==> src/rtl/core_pkg.sv <==
// Shared definitions for the multi-cycle RV32I core: phase encoding, opcodes,
// instruction classes and the immediate builder used by the decode stage.
package core_pkg;

  localparam int XLEN  = 32;
  localparam int NREGS = 32;

  typedef enum logic [2:0] {
    ST_FETCH  = 3'd0,
    ST_DECODE = 3'd1,
    ST_EXEC   = 3'd2,
    ST_MEM    = 3'd3,
    ST_WRITE  = 3'd4
  } state_e;

  localparam logic [6:0] OPC_LUI    = 7'b0110111;
  localparam logic [6:0] OPC_AUIPC  = 7'b0010111;
  localparam logic [6:0] OPC_JAL    = 7'b1101111;
  localparam logic [6:0] OPC_JALR   = 7'b1100111;
  localparam logic [6:0] OPC_BRANCH = 7'b1100011;
  localparam logic [6:0] OPC_LOAD   = 7'b0000011;
  localparam logic [6:0] OPC_STORE  = 7'b0100011;
  localparam logic [6:0] OPC_OP_IMM = 7'b0010011;
  localparam logic [6:0] OPC_OP     = 7'b0110011;

  typedef enum logic [3:0] {
    CLS_NONE   = 4'd0,
    CLS_LUI    = 4'd1,
    CLS_AUIPC  = 4'd2,
    CLS_JAL    = 4'd3,
    CLS_JALR   = 4'd4,
    CLS_BRANCH = 4'd5,
    CLS_LOAD   = 4'd6,
    CLS_STORE  = 4'd7,
    CLS_OP_IMM = 4'd8,
    CLS_OP     = 4'd9
  } op_class_e;

  typedef enum logic [2:0] {
    IMM_NONE,
    IMM_I,
    IMM_S,
    IMM_B,
    IMM_U,
    IMM_J
  } imm_fmt_e;

  // All formats sign-extend from instr[31]; IMM_NONE yields zero.
  function automatic logic [31:0] build_imm(input imm_fmt_e fmt, input logic [31:0] ins);
    logic [31:0] res;
    res = '0;
    case (fmt)
      IMM_I:   res = {{20{ins[31]}}, ins[31:20]};
      IMM_S:   res = {{20{ins[31]}}, ins[31:25], ins[11:7]};
      IMM_B:   res = {{19{ins[31]}}, ins[31], ins[7], ins[30:25], ins[11:8], 1'b0};
      IMM_U:   res = {ins[31:12], 12'b0};
      IMM_J:   res = {{11{ins[31]}}, ins[31], ins[19:12], ins[20], ins[30:21], 1'b0};
      default: res = '0;
    endcase
    return res;
  endfunction

endpackage

==> src/rtl/reg_file.sv <==
// Integer register file: two combinational read ports, one synchronous write
// port, x0 reads as zero, whole array cleared by asynchronous reset.
module reg_file
  import core_pkg::*;
#(
  parameter int XLEN_P  = XLEN,
  parameter int NREGS_P = NREGS,
  localparam int AW = $clog2(NREGS_P)
) (
  input  logic              clk,
  input  logic              rst,
  input  logic              we,
  input  logic [AW-1:0]     waddr,
  input  logic [XLEN_P-1:0] wdata,
  input  logic [AW-1:0]     raddr_a,
  input  logic [AW-1:0]     raddr_b,
  output logic [XLEN_P-1:0] rdata_a,
  output logic [XLEN_P-1:0] rdata_b
);

  logic [XLEN_P-1:0] regs_q [NREGS_P];
  logic [XLEN_P-1:0] regs_d [NREGS_P];

  always_comb begin
    regs_d = regs_q;
    if (we && (waddr != '0)) begin
      regs_d[waddr] = wdata;
    end
  end

  always_ff @(posedge clk or posedge rst) begin
    if (rst) begin
      for (int i = 0; i < NREGS_P; i++) begin
        regs_q[i] <= '0;
      end
    end else begin
      regs_q <= regs_d;
    end
  end

  // Entry 0 is never written, but the read mux keeps x0 zero regardless.
  assign rdata_a = (raddr_a == '0) ? '0 : regs_q[raddr_a];
  assign rdata_b = (raddr_b == '0) ? '0 : regs_q[raddr_b];

endmodule

==> src/rtl/decode_stage.sv <==
// Decode stage of the multi-cycle RV32I core: latches the instruction fields,
// immediate, class and both operands in DECODE, and hosts the register file.
module decode_stage
  import core_pkg::*;
#(
  parameter int XLEN_P  = XLEN,
  parameter int NREGS_P = NREGS
) (
  input  logic              clk,
  input  logic              rst,
  input  logic [2:0]        state,
  input  logic [31:0]       instr,
  input  logic [31:0]       pc_in,
  input  logic              wb_en,
  input  logic [4:0]        wb_rd,
  input  logic [XLEN_P-1:0] wb_data,
  output logic [31:0]       pc_out,
  output logic [XLEN_P-1:0] rs1_val,
  output logic [XLEN_P-1:0] rs2_val,
  output logic [XLEN_P-1:0] imm,
  output logic [4:0]        rd,
  output logic [2:0]        funct3,
  output logic              funct7_5,
  output logic [3:0]        op_class,
  output logic              illegal
);

  logic [XLEN_P-1:0] rdata_a;
  logic [XLEN_P-1:0] rdata_b;
  logic              rf_we;

  assign rf_we = (state == ST_WRITE) && wb_en;

  reg_file #(
    .XLEN_P (XLEN_P),
    .NREGS_P(NREGS_P)
  ) u_reg_file (
    .clk    (clk),
    .rst    (rst),
    .we     (rf_we),
    .waddr  (wb_rd),
    .wdata  (wb_data),
    .raddr_a(instr[19:15]),
    .raddr_b(instr[24:20]),
    .rdata_a(rdata_a),
    .rdata_b(rdata_b)
  );

  logic [31:0]       pc_q, pc_d;
  logic [XLEN_P-1:0] rs1_val_q, rs1_val_d;
  logic [XLEN_P-1:0] rs2_val_q, rs2_val_d;
  logic [XLEN_P-1:0] imm_q, imm_d;
  logic [4:0]        rd_q, rd_d;
  logic [2:0]        funct3_q, funct3_d;
  logic              funct7_5_q, funct7_5_d;
  op_class_e         op_class_q, op_class_d;
  logic              illegal_q, illegal_d;

  op_class_e cls;
  imm_fmt_e  fmt;
  logic      bad_opc;

  always_comb begin
    cls     = CLS_NONE;
    fmt     = IMM_NONE;
    bad_opc = 1'b0;
    case (instr[6:0])
      OPC_LUI:    begin cls = CLS_LUI;    fmt = IMM_U; end
      OPC_AUIPC:  begin cls = CLS_AUIPC;  fmt = IMM_U; end
      OPC_JAL:    begin cls = CLS_JAL;    fmt = IMM_J; end
      OPC_JALR:   begin cls = CLS_JALR;   fmt = IMM_I; end
      OPC_BRANCH: begin cls = CLS_BRANCH; fmt = IMM_B; end
      OPC_LOAD:   begin cls = CLS_LOAD;   fmt = IMM_I; end
      OPC_STORE:  begin cls = CLS_STORE;  fmt = IMM_S; end
      OPC_OP_IMM: begin cls = CLS_OP_IMM; fmt = IMM_I; end
      OPC_OP:     begin cls = CLS_OP;     fmt = IMM_NONE; end
      default:    bad_opc = 1'b1;
    endcase
  end

  // Everything holds outside DECODE; branches, stores and illegal opcodes
  // report rd=0 so nothing downstream can write back.
  always_comb begin
    pc_d       = pc_q;
    rs1_val_d  = rs1_val_q;
    rs2_val_d  = rs2_val_q;
    imm_d      = imm_q;
    rd_d       = rd_q;
    funct3_d   = funct3_q;
    funct7_5_d = funct7_5_q;
    op_class_d = op_class_q;
    illegal_d  = illegal_q;
    if (state == ST_DECODE) begin
      pc_d       = pc_in;
      rs1_val_d  = rdata_a;
      rs2_val_d  = rdata_b;
      imm_d      = XLEN_P'($signed(build_imm(fmt, instr)));
      funct3_d   = instr[14:12];
      funct7_5_d = instr[30];
      op_class_d = cls;
      illegal_d  = bad_opc;
      if (bad_opc || (cls == CLS_BRANCH) || (cls == CLS_STORE)) begin
        rd_d = '0;
      end else begin
        rd_d = instr[11:7];
      end
    end
  end

  always_ff @(posedge clk or posedge rst) begin
    if (rst) begin
      pc_q       <= '0;
      rs1_val_q  <= '0;
      rs2_val_q  <= '0;
      imm_q      <= '0;
      rd_q       <= '0;
      funct3_q   <= '0;
      funct7_5_q <= 1'b0;
      op_class_q <= CLS_NONE;
      illegal_q  <= 1'b0;
    end else begin
      pc_q       <= pc_d;
      rs1_val_q  <= rs1_val_d;
      rs2_val_q  <= rs2_val_d;
      imm_q      <= imm_d;
      rd_q       <= rd_d;
      funct3_q   <= funct3_d;
      funct7_5_q <= funct7_5_d;
      op_class_q <= op_class_d;
      illegal_q  <= illegal_d;
    end
  end

  assign pc_out   = pc_q;
  assign rs1_val  = rs1_val_q;
  assign rs2_val  = rs2_val_q;
  assign imm      = imm_q;
  assign rd       = rd_q;
  assign funct3   = funct3_q;
  assign funct7_5 = funct7_5_q;
  assign op_class = op_class_q;
  assign illegal  = illegal_q;

endmodule

==> config.mk <==
export PLATFORM = sky130hd
export DESIGN_NAME = decode_stage
export DESIGN_NICKNAME = d
export VERILOG_FILES = /design/src/rtl/core_pkg.sv /design/src/rtl/reg_file.sv /design/src/rtl/decode_stage.sv
export SDC_FILE = /design/constraint.sdc
export NUM_CORES = 2
export LEC_CHECK = 0
export ABC_AREA = 1
export BUFFER_PORTS_ARGS = -buffer_cell sky130_fd_sc_hd__buf_2
export CELL_PAD_IN_SITES_DETAIL_PLACEMENT = 0
export CELL_PAD_IN_SITES_GLOBAL_PLACEMENT = 1
export CORE_MARGIN = 3
export CORE_UTILIZATION = 45
export CTS_BUF_LIST = sky130_fd_sc_hd__clkbuf_2
export DETAILED_ROUTE_END_ITERATION = 10
export PLACE_DENSITY = 0.91
export SKIP_CTS_REPAIR_TIMING = 1
export SLEW_MARGIN = 40
export SYNTH_ARGS = -nofsm -noshare
export SYNTH_HDL_FRONTEND = slang
export SYNTH_SLANG_ARGS = --single-unit
==> constraint.sdc <==
create_clock -name clk -period 44.3 [get_ports clk]
set_input_delay 6.645 -clock clk [delete_from_list [all_inputs] [get_ports clk]]
set_output_delay 6.645 -clock clk [all_outputs]
set_load 0.005 [all_outputs]
==> key figures <==
Run status
  – Status: finished clean

Critical path
  – Family with the most delay on the worst path: flip-flops
  – Max stage delay on crit path: 640 ps
  – FF-to-FF Start: u_reg_file.regs_q[647]
  – Crit path depth: 1
  – Worst endpoint data arrival time: 2590 ps
  – Worst Setup SP: rs1_val[26]
  – Data required time of the critical path: 37650 ps
  – FF-to-FF path depth: 8
  – Crit end category: primary output
  – Crit Path Class: reg2out
  – Crit-path cells: buf_2
  – Critical path's slowest cell: dfrtp_1
  – Worst Path Max Fanout: 2
  – Reg-to-Reg End: rs2_val[7]
  – Worst setup endpoint: rs1_val[26]
  – Buf/Inv on CP: 1
  – Reg2reg setup slack: 42670 ps
  – Startpoint types: flop

Synth
  – Synthesized Nets: 9480
  – Ys Warns: 0
  – Syn Inst Count: 9373
  – Syn avg cell area: 6.81 µm²
  – Sequential share of the synthesized area: 45.7%
  – Synthesized area: 0.0639 mm²
  – Post-synth top area share: 45.7%
  – Post-synthesis cell type count: 20
  – Synth top area cells: dfrtp_1 46%, nand2_1 21%, nand3_1 10%, o21ai_0 8.7%, inv_1 4.7%
  – Biggest area consumer among synthesized cells: dfrtp_1
  – Yosys reg bits: 1166

Timing
  – Clk_skew: 126 ps
  – RSZ-0062 raised after global routing: false
  – Fin crit period: 9240 ps
  – Final slew viol count: 0
  – Setup TNS: 0 ps
  – Worst-Margin Slew: 1220 ps
  – Worst relative slew slack: 18.5%
  – Setup violators final: 0
  – F_max: 108 MHz
  – Final hold vios: 0
  – Period utilization: 20.8%

Clocking
  – Clk pin slew, worst setup/hold paths: 100 ps
  – H-Tree Depth: 5
  – CTS tree: done
  – Clock Sinks: 1166
  – Clk_lat worst skew: 1790 ps
  – Num CTS Buffers: 327
  – Deepest clock path buffer count: 4
  – CTS Root Cell: clkbuf_2

Floorplanning
  – # rows: 137
  – Die outline height: 383 µm
  – Io pins: 249
  – Horiz. Die Dim: 383 µm
  – Starting density of the core: 45.5%
  – Die Footprint: 0.146 mm²
  – Core area: 0.140 mm²

Min path
  – Hold WC Path Type: reg2reg
  – Number of cells on the worst hold path: 0

Drt
  – Via count: 64700
  – Routed Antenna Nets: 0
  – Vias per inst: 5.69
  – Drt wl/cell: 21.7 µm
  – Drt first-iter violations: 8572
  – DRT Wirelength: 247 mm
  – Drt drc: 0
  – Pre-antenna DRT Iters: 8

Pwr
  – PwrDens: 33.1 mW/mm²
  – Pleak: 34.1 nW
  – Worst VDD drop: 0.0000264 V

GRT
  – Gr usage total: 33.1%
  – Grt ovf: 0
  – Initial antenna violation count: 9
  – Vias in the first global route: 60400
  – Pin count of the biggest net entering global routing: 131
  – First-pass GRT wire length: 371 mm

Place
  – Port Buffer Count: 248
  – Routability congestion estimate: 0.876
  – Dpl hpwl: 129 mm

Flow run
  – Max-cap violations: 0

Final layout
  – Multi-input logic area: 0.0291 mm²
  – Fillcell total: 14300
  – Commonest non-fill, non-tap cell in the layout: nand2_1
  – Area grow syn2layout: 7.59%
  – Utilization after layout: 49.0%
  – Register area: 0.0292 mm²
  – Most frequent cells in the layout: 3631 x nand2_1, 1338 x nand3_1, 1166 x dfrtp_1
  – Nets@finish: 9395
  – Share of cells above drive strength 1: 9.75%
==> logic make-up (layout without fill, tap and decap cells) <==
logic type / after synthesis / after routing / synth area share [%]
buffers and inverters: 1566 / 1686 / 9.42
other: 0 / 5 / 0
AO/OA/AOI/OAI: 1321 / 1321 / 10.8
AND/OR/NAND/NOR: 5320 / 5320 / 34.1
flip-flops: 1166 / 1166 / 45.7
==> sequential cells by signal, summed over array words and instances (netlist names) <==
signal / flops
funct3: 3
funct7_5: 1
illegal: 1
imm: 32
op_class: 4
pc_out: 32
rd: 5
rs1_val: 32
rs2_val: 32
u_reg_file.regs_q: 1024
==> layout make-up <==
type / instances / area share [%]
flip-flops and latches: 1166 / 42.5
well taps: 1876 / 3.42
repair buffers: 349 / 3.46
multi-input cells: 6641 / 42.4
inverters: 803 / 4.46
clock inverters: 54 / 0.302
diodes: 5 / 0.0182
clock buffers: 480 / 3.50
==> how the worst min path moves through the flow <==
stage	start	endpoint	slack, ps
6_report	u_reg_file.regs_q[997]	u_reg_file.regs_q[997]	380
4_1_cts	u_reg_file.regs_q[1007]	u_reg_file.regs_q[1007]	390
3_3_place_gp	u_reg_file.regs_q[1002]	u_reg_file.regs_q[1002]	360
3_5_place_dp	u_reg_file.regs_q[1007]	u_reg_file.regs_q[1007]	370
5_1_grt	u_reg_file.regs_q[997]	u_reg_file.regs_q[997]	400
2_1_floorplan	u_reg_file.regs_q[1000]	u_reg_file.regs_q[1000]	430
==> Yosys cell counts <==
cell      instances
a21oi_1          98
buf_1            65
buf_2           107
clkbuf_1        591
clkinv_1          3
dfrtp_1        1166
inv_1           795
inv_2             5
nand2_1        3632
nand2_2          31
nand3_1        1338
nand4_1           2
nand4_2           1
nor2_1          300
nor2_2            4
nor3_1            9
nor3_2            2
o211ai_1        113
o21ai_0        1110
or2_2             1
==> power breakdown <==
group          internal, mW  switching [mW]
Combinational         0.101           0.246
Clock                 0.283           0.473
Sequential             1.12          0.0474
Total                  1.51           0.767
==> stage by stage <==
stage / area (µm²) / std cells / hold WS [ps] / setup slack (ps) / total power, mW
global route: 68700 / 11400 / 396 / 34860 / 2.39
detailed placement: 65900 / 10800 / 366 / 33490 / 1.53
global placement: 65400 / 10800 / 365 / 32790 / 1.52
CTS: 68500 / 11400 / 386 / 34880 / 2.28
floorplan: 63900 / 9373 / 429 / 4810 / 1.40
finish: 68700 / 11400 / 385 / 35070 / 2.27
==> layer usage <==
layer | up-vias | routed length, µm | GRT usage (%) | share of wire [%]
li1 | 29600 | - | - | -
met1 | 30300 | 99200 | 44.6 | 40
met2 | 3993 | 105000 | 49.8 | 42
met3 | 738 | 30800 | 8.94 | 12
met4 | 4 | 12100 | 15.4 | 4.9
met5 | - | 25 | 0 | 0.010
No activity file was read; power rests on OpenSTA's default activity.
